$ cat src/rtl/arith_pkg.sv
// Shared arithmetic-group definitions: FSM state encoding and default operand width.
package arith_pkg;

    localparam int ARITH_W = 4;

    // Same encoding as the restoring divider FSM.
    typedef enum logic {
        IDLE = 1'b0,
        RUN  = 1'b1
    } state_t;

endpackage

$ cat src/rtl/shift_add_mac_if.sv
// Start/valid handshake bundle for the shift-add multiply-accumulate unit.
interface shift_add_mac_if import arith_pkg::*; #(
    parameter int W = ARITH_W
) ();

    logic           start;
    logic [W-1:0]   A;
    logic [W-1:0]   B;
    logic [W-1:0]   C;
    logic           busy;
    logic           valid;
    logic [2*W-1:0] P;

    modport master (output start, A, B, C, input busy, valid, P);
    modport slave  (input start, A, B, C, output busy, valid, P);

endinterface

$ cat src/rtl/mac_step.sv
// One shift-add iteration: conditionally add the multiplicand into the high half,
// then shift the {carry, H, L} concatenation right by one bit.
module mac_step import arith_pkg::*; #(
    parameter int W = ARITH_W
) (
    input  logic [W-1:0] h,
    input  logic [W-1:0] l,
    input  logic [W-1:0] m,
    output logic [W-1:0] h_nxt,
    output logic [W-1:0] l_nxt
);

    logic [W:0] sum;

    // Carry of H+M lands in sum[W] and becomes the new MSB after the shift.
    always_comb begin
        sum            = {1'b0, h} + (l[0] ? {1'b0, m} : '0);
        {h_nxt, l_nxt} = {sum, l[W-1:1]};
    end

endmodule

$ cat src/rtl/shift_add_mac.sv
// Sequential unsigned P = A*B + C, one partial product per clock, W clocks per op.
// Feeding {quot, divisor, rem} from the restoring divider reconstructs the dividend.
//
//  state | meaning
//  IDLE  | waiting for start; operands load on the accepting edge
//  RUN   | W shift-add iterations; last one publishes P and pulses valid
module shift_add_mac import arith_pkg::*; #(
    parameter int W = ARITH_W
) (
    input  logic          clk,
    input  logic          rst,
    shift_add_mac_if.slave bus
);

    localparam int            CW   = (W > 1) ? $clog2(W) : 1;
    localparam logic [CW-1:0] LAST = CW'(W - 1);

    state_t         state;
    state_t         state_nxt;
    logic [CW-1:0]  count;
    logic [W-1:0]   m_r;
    logic [W-1:0]   h_r;
    logic [W-1:0]   l_r;
    logic [W-1:0]   h_nxt;
    logic [W-1:0]   l_nxt;
    logic [2*W-1:0] p_r;
    logic           valid_r;
    logic           last;

    assign last = (count == LAST);

    mac_step #(.W(W)) u_step (
        .h     (h_r),
        .l     (l_r),
        .m     (m_r),
        .h_nxt (h_nxt),
        .l_nxt (l_nxt)
    );

    // State register.
    always_ff @(posedge clk or negedge rst) begin
        if (!rst) state <= IDLE;
        else      state <= state_nxt;
    end

    // Next-state: start only matters in IDLE; RUN ends after the W-th iteration.
    always_comb begin
        state_nxt = state;
        case (state)
            IDLE:    if (bus.start) state_nxt = RUN;
            RUN:     if (last)      state_nxt = IDLE;
            default: state_nxt = IDLE;
        endcase
    end

    // Outputs: busy follows RUN, so it is already low in the valid cycle.
    always_comb begin
        bus.busy  = (state == RUN);
        bus.valid = valid_r;
        bus.P     = p_r;
    end

    // Datapath: operand capture, iteration, and result publish on the last edge only.
    always_ff @(posedge clk or negedge rst) begin
        if (!rst) begin
            m_r     <= '0;
            h_r     <= '0;
            l_r     <= '0;
            count   <= '0;
            p_r     <= '0;
            valid_r <= 1'b0;
        end else begin
            valid_r <= 1'b0;
            case (state)
                IDLE: begin
                    if (bus.start) begin
                        m_r   <= bus.A;
                        h_r   <= bus.C;
                        l_r   <= bus.B;
                        count <= '0;
                    end
                end
                RUN: begin
                    h_r <= h_nxt;
                    l_r <= l_nxt;
                    if (last) begin
                        p_r     <= {h_nxt, l_nxt};
                        valid_r <= 1'b1;
                    end else begin
                        count <= count + 1'b1;
                    end
                end
                default: ;
            endcase
        end
    end

endmodule

$ cat src/flat_wrapper.sv
// flat-port wrapper written by rule: the top's interface ports become plain ports
module shift_add_mac_flat import arith_pkg::*;
#(
    parameter int W = ARITH_W
)
  (clk, rst, bus_start, bus_A, bus_B, bus_C, bus_busy, bus_valid, bus_P);
  shift_add_mac_if #(.W(W)) bus_i ();
  input  logic clk;
  input  logic rst;
  input wire logic [$bits(bus_i.start)-1:0] bus_start;
  input wire logic [$bits(bus_i.A)-1:0] bus_A;
  input wire logic [$bits(bus_i.B)-1:0] bus_B;
  input wire logic [$bits(bus_i.C)-1:0] bus_C;
  output wire logic [$bits(bus_i.busy)-1:0] bus_busy;
  output wire logic [$bits(bus_i.valid)-1:0] bus_valid;
  output wire logic [$bits(bus_i.P)-1:0] bus_P;
  assign bus_i.start = bus_start;
  assign bus_i.A = bus_A;
  assign bus_i.B = bus_B;
  assign bus_i.C = bus_C;
  assign bus_busy = bus_i.busy;
  assign bus_valid = bus_i.valid;
  assign bus_P = bus_i.P;
  shift_add_mac #(.W(W)) u_core (.clk(clk), .rst(rst), .bus(bus_i));
endmodule
$ cat config.mk
export PLATFORM = sky130hd
export DESIGN_NAME = shift_add_mac_flat
export DESIGN_NICKNAME = d
export VERILOG_FILES = /design/src/rtl/arith_pkg.sv /design/src/rtl/shift_add_mac_if.sv /design/src/rtl/mac_step.sv /design/src/rtl/shift_add_mac.sv /design/src/flat_wrapper.sv
export SDC_FILE = /design/constraint.sdc
export NUM_CORES = 1
export LEC_CHECK = 0
export ABC_AREA = 0
export CAP_MARGIN = 20
export CORE_MARGIN = 4
export CORE_UTILIZATION = 45
export CTS_CLUSTER_DIAMETER = 120
export CTS_CLUSTER_SIZE = 28
export DETAILED_ROUTE_END_ITERATION = 6
export DONT_BUFFER_PORTS = 1
export GPL_ROUTABILITY_DRIVEN = 1
export SETUP_SLACK_MARGIN = 0.5
export SYNTH_ARGS = -nofsm -noshare
export SYNTH_HDL_FRONTEND = slang
export SYNTH_SLANG_ARGS = --single-unit
$ cat constraint.sdc
create_clock -name clk -period 4.3 [get_ports clk]
set_input_delay 0 -clock clk [delete_from_list [all_inputs] [get_ports clk]]
set_output_delay 0 -clock clk [all_outputs]
set_load 0.1 [all_outputs]
==> results.md <==
- Status: finished, final reports clean
- Crit end category: register
- Final setup fails: 0
- Crit-path max FO: 29
- First-pass GRT wire length: 4140 microns
- Setup slack, reg-to-reg: 2.24 ns
- Critical path type: register to register
- FP Rows: 18
- # diodes: 0
- Die height: 59.80 microns
- Clk slew on worst S/H paths: 0.13 ns
- Antenna violations before repair: 0
- GRT Residual Overflow: 0
- Routability cong.: 0.6784
- WP data required: 4.55 ns
- Total track usage: 0.1533
- Routed WL: 2325 microns
- Crit path launch type: register
- Initial Util: 0.4787
- Largest family of logic cells by synthesized area: multiplexers
- RR Endpoint: u_core.bus.P[6]$_DFFE_PN0P_
- Sink Count: 24
- # IOs: 25
- Clk_skew: 0.004374 ns
- 1st-pass router iterations: 4
- Clock root cell: clkbuf_4
- Clock latency on the worst-skew pair: 0.31 ns
- Via count of the first global-routing pass: 871
- Synth area leader: dfrtp_1
- Drt first-iter violations: 31
- R2r worst-path depth: 3
- Tmin final: 2.058 ns
- Post-Layout Cell Count: 150
- Total negative setup slack: 0 ns
- Number of max-cap violations: 0
- Syn Inst Count: 107
- Critical path arrival: 2.31 ns
- Detailed-route via count: 817
- Worst hold path depth: 3
- Final Hold Fails: 0
- Hold Path Class: input pin to register
- Slew Limit Fails: 0
- Max Freq: 485.8 MHz
- Fillcell total: 214
- Reg2reg start: u_core.bus.busy$_DFF_PN0_
- Placed instance count: 131
- Most frequent cells in the layout: 23 x dfrtp_1, 14 x dlygate4sd3_1, 12 x mux2_2
- Critical-path top delay cell: dfrtp_2
- DIE AREA: 3576 sq um
- Xor/xnor share of the synthesized area: 0.01451
- Port Buf Inserts: 0
- Post-route ant nets: 0
- Total core area: 2522 sq um
- Slew headroom: 0.3770
- Endpoint, Worst Hold: u_core.h_r[2]$_DFFE_PN0P_
- Crit-path max cell delay: 0.99 ns
- Simple-Gate Fraction of Synth Area: 0.1461
- DR vias/cell: 5.447
- Pin count of the biggest net entering global routing: 30
- Clock Tree Buf Depth: 2
- WL/cell: 15.50 microns
- CP Cell Sequence: nand2_2 > or4b_1 > nand4_1
- Syn_area_per_cell: 11.28 sq um
- HP Start: bus_C[2]
- Final worst-path cycle share: 0.4787
- Syn_nets: 128
- Commonest non-fill, non-tap cell in the layout: dfrtp_1
- Area contributors post-synth: dfrtp_1 50%, mux2_2 11%, ha_1 5.2%
- Area Overhead vs Synth: 17.62%
- Post-synthesis mux area share: 0.1534
- Post-synthesis compound-gate area fraction: 0.08497
- Remaining DRCs: 0
- CTS tree: yes
- Synth Area in Adders: 0.06839
- Post-DP HPWL: 1593 microns
- Total Nets Final: 142
- Sequential area share after synthesis: 0.4974
- Share of cells above drive strength 1: 0.1667
- Resize count post-CTS: 0
- Yosys top cell area share: 0.4974
- RSZ-0062 raised after global routing: false
- Least-Margin Pin Slew: 0.9344 ns
- Seq cells post-synth: 24
- Total CTS buffers: 3
- Post-synthesis cell type count: 29
- Die W: 59.80 microns
- YS warnings: 0
- H-tree Lvls: 1
- Mapped cell area: 1207 sq um
-- worst max-delay path, delay by kind of cell (launching register included) --
kind | cells | cell delay [ns]
and+or+nand+nor | 3 | 1.00
DFF | 1 | 0.99
-- area by class of cell --
type                    count  area, sq um  area share
clock buffers               4        36.28     0.02555
inverters                   4        15.01     0.01057
multi-input cells          73        564.3      0.3974
flip-flops and latches     24        601.8      0.4238
well taps                  30        37.54     0.02643
repair buffers             15        165.2      0.1163
-- cells in the mapped netlist --
cell type	n
dfrtp_1	24
mux2_2	12
nand2_1	10
o21ai_0	8
ha_1	5
mux2i_1	5
buf_2	4
inv_1	4
a21oi_1	3
and2_1	3
nand4b_1	3
nor2_1	3
nor2b_1	3
a211oi_1	2
clkbuf_1	2
nand2b_1	2
xnor2_1	2
a22o_1	1
a31o_2	1
fa_1	1
nand2_2	1
nand3_1	1
nand4_1	1
nor3_1	1
nor4b_1	1
nor4bb_1	1
o22ai_1	1
o2bb2ai_1	1
or4b_1	1
-- flip-flops by register name, summed over array words and instances (netlist names) --
register	count
u_core.h_r	4
u_core.m_r	4
u_core.l_r	4
u_core.bus.busy	1
u_core.bus.P	8
u_core.count	2
u_core.bus.valid	1
-- layer usage --
metal	GRT usage	vias up	part of all wire
li1	-	401	-
met1	0.2071	396	0.46
met2	0.2485	18	0.49
met3	0.04104	2	0.043
met4	0.02848	0	0.0073
met5	0	-	0
-- per-stage QoR --
stage / instance area [sq um] / hold slack, ns / util / worst slack, ns
floorplan: 1207 / -0.2956 / - / 2.412
global placement: 1219 / -0.2950 / 0.4831 / 2.295
detailed placement: 1219 / -0.2949 / 0.4831 / 2.260
CTS: 1385 / 0.08363 / 0.5491 / 2.234
global route: 1420 / 0.1066 / 0.5630 / 2.106
finish: 1420 / 0.08589 / 0.5630 / 2.242
-- logic make-up (layout without fill, tap and decap cells) --
| group | Yosys count | after routing |
|---|---|---|
| buffers and inverters | 10 | 23 |
| DFF | 24 | 24 |
| and+or+nand+nor | 31 | 31 |
| adders and majority gates | 6 | 6 |
| AOI/OAI and AO/OA | 17 | 17 |
| muxes | 17 | 17 |
| xor gates and xnor gates | 2 | 2 |
-- worst max-delay path by stage --
stage / from / end / cells after the start
floorplan: u_core.bus.busy$_DFF_PN0_ / u_core.bus.P[6]$_DFFE_PN0P_ / 4
finish: u_core.bus.busy$_DFF_PN0_ / u_core.bus.P[6]$_DFFE_PN0P_ / 3
global placement: u_core.bus.busy$_DFF_PN0_ / u_core.bus.P[6]$_DFFE_PN0P_ / 3
CTS: u_core.bus.busy$_DFF_PN0_ / u_core.bus.P[6]$_DFFE_PN0P_ / 3
global route: u_core.bus.busy$_DFF_PN0_ / u_core.bus.P[6]$_DFFE_PN0P_ / 3
detailed placement: u_core.bus.busy$_DFF_PN0_ / u_core.bus.P[6]$_DFFE_PN0P_ / 3
-- repair_timing --
| item | 4_1_cts | 5_1_grt |
|---|---|---|
| setup buffers | 0 | 0 |
| hold buffers | 13 | 1 |
| endpoints found under the hold margin | 38 | 3 |
Power is not shown: default switching activity piles up to over one toggle a cycle in this logic, so the estimate is an artifact.
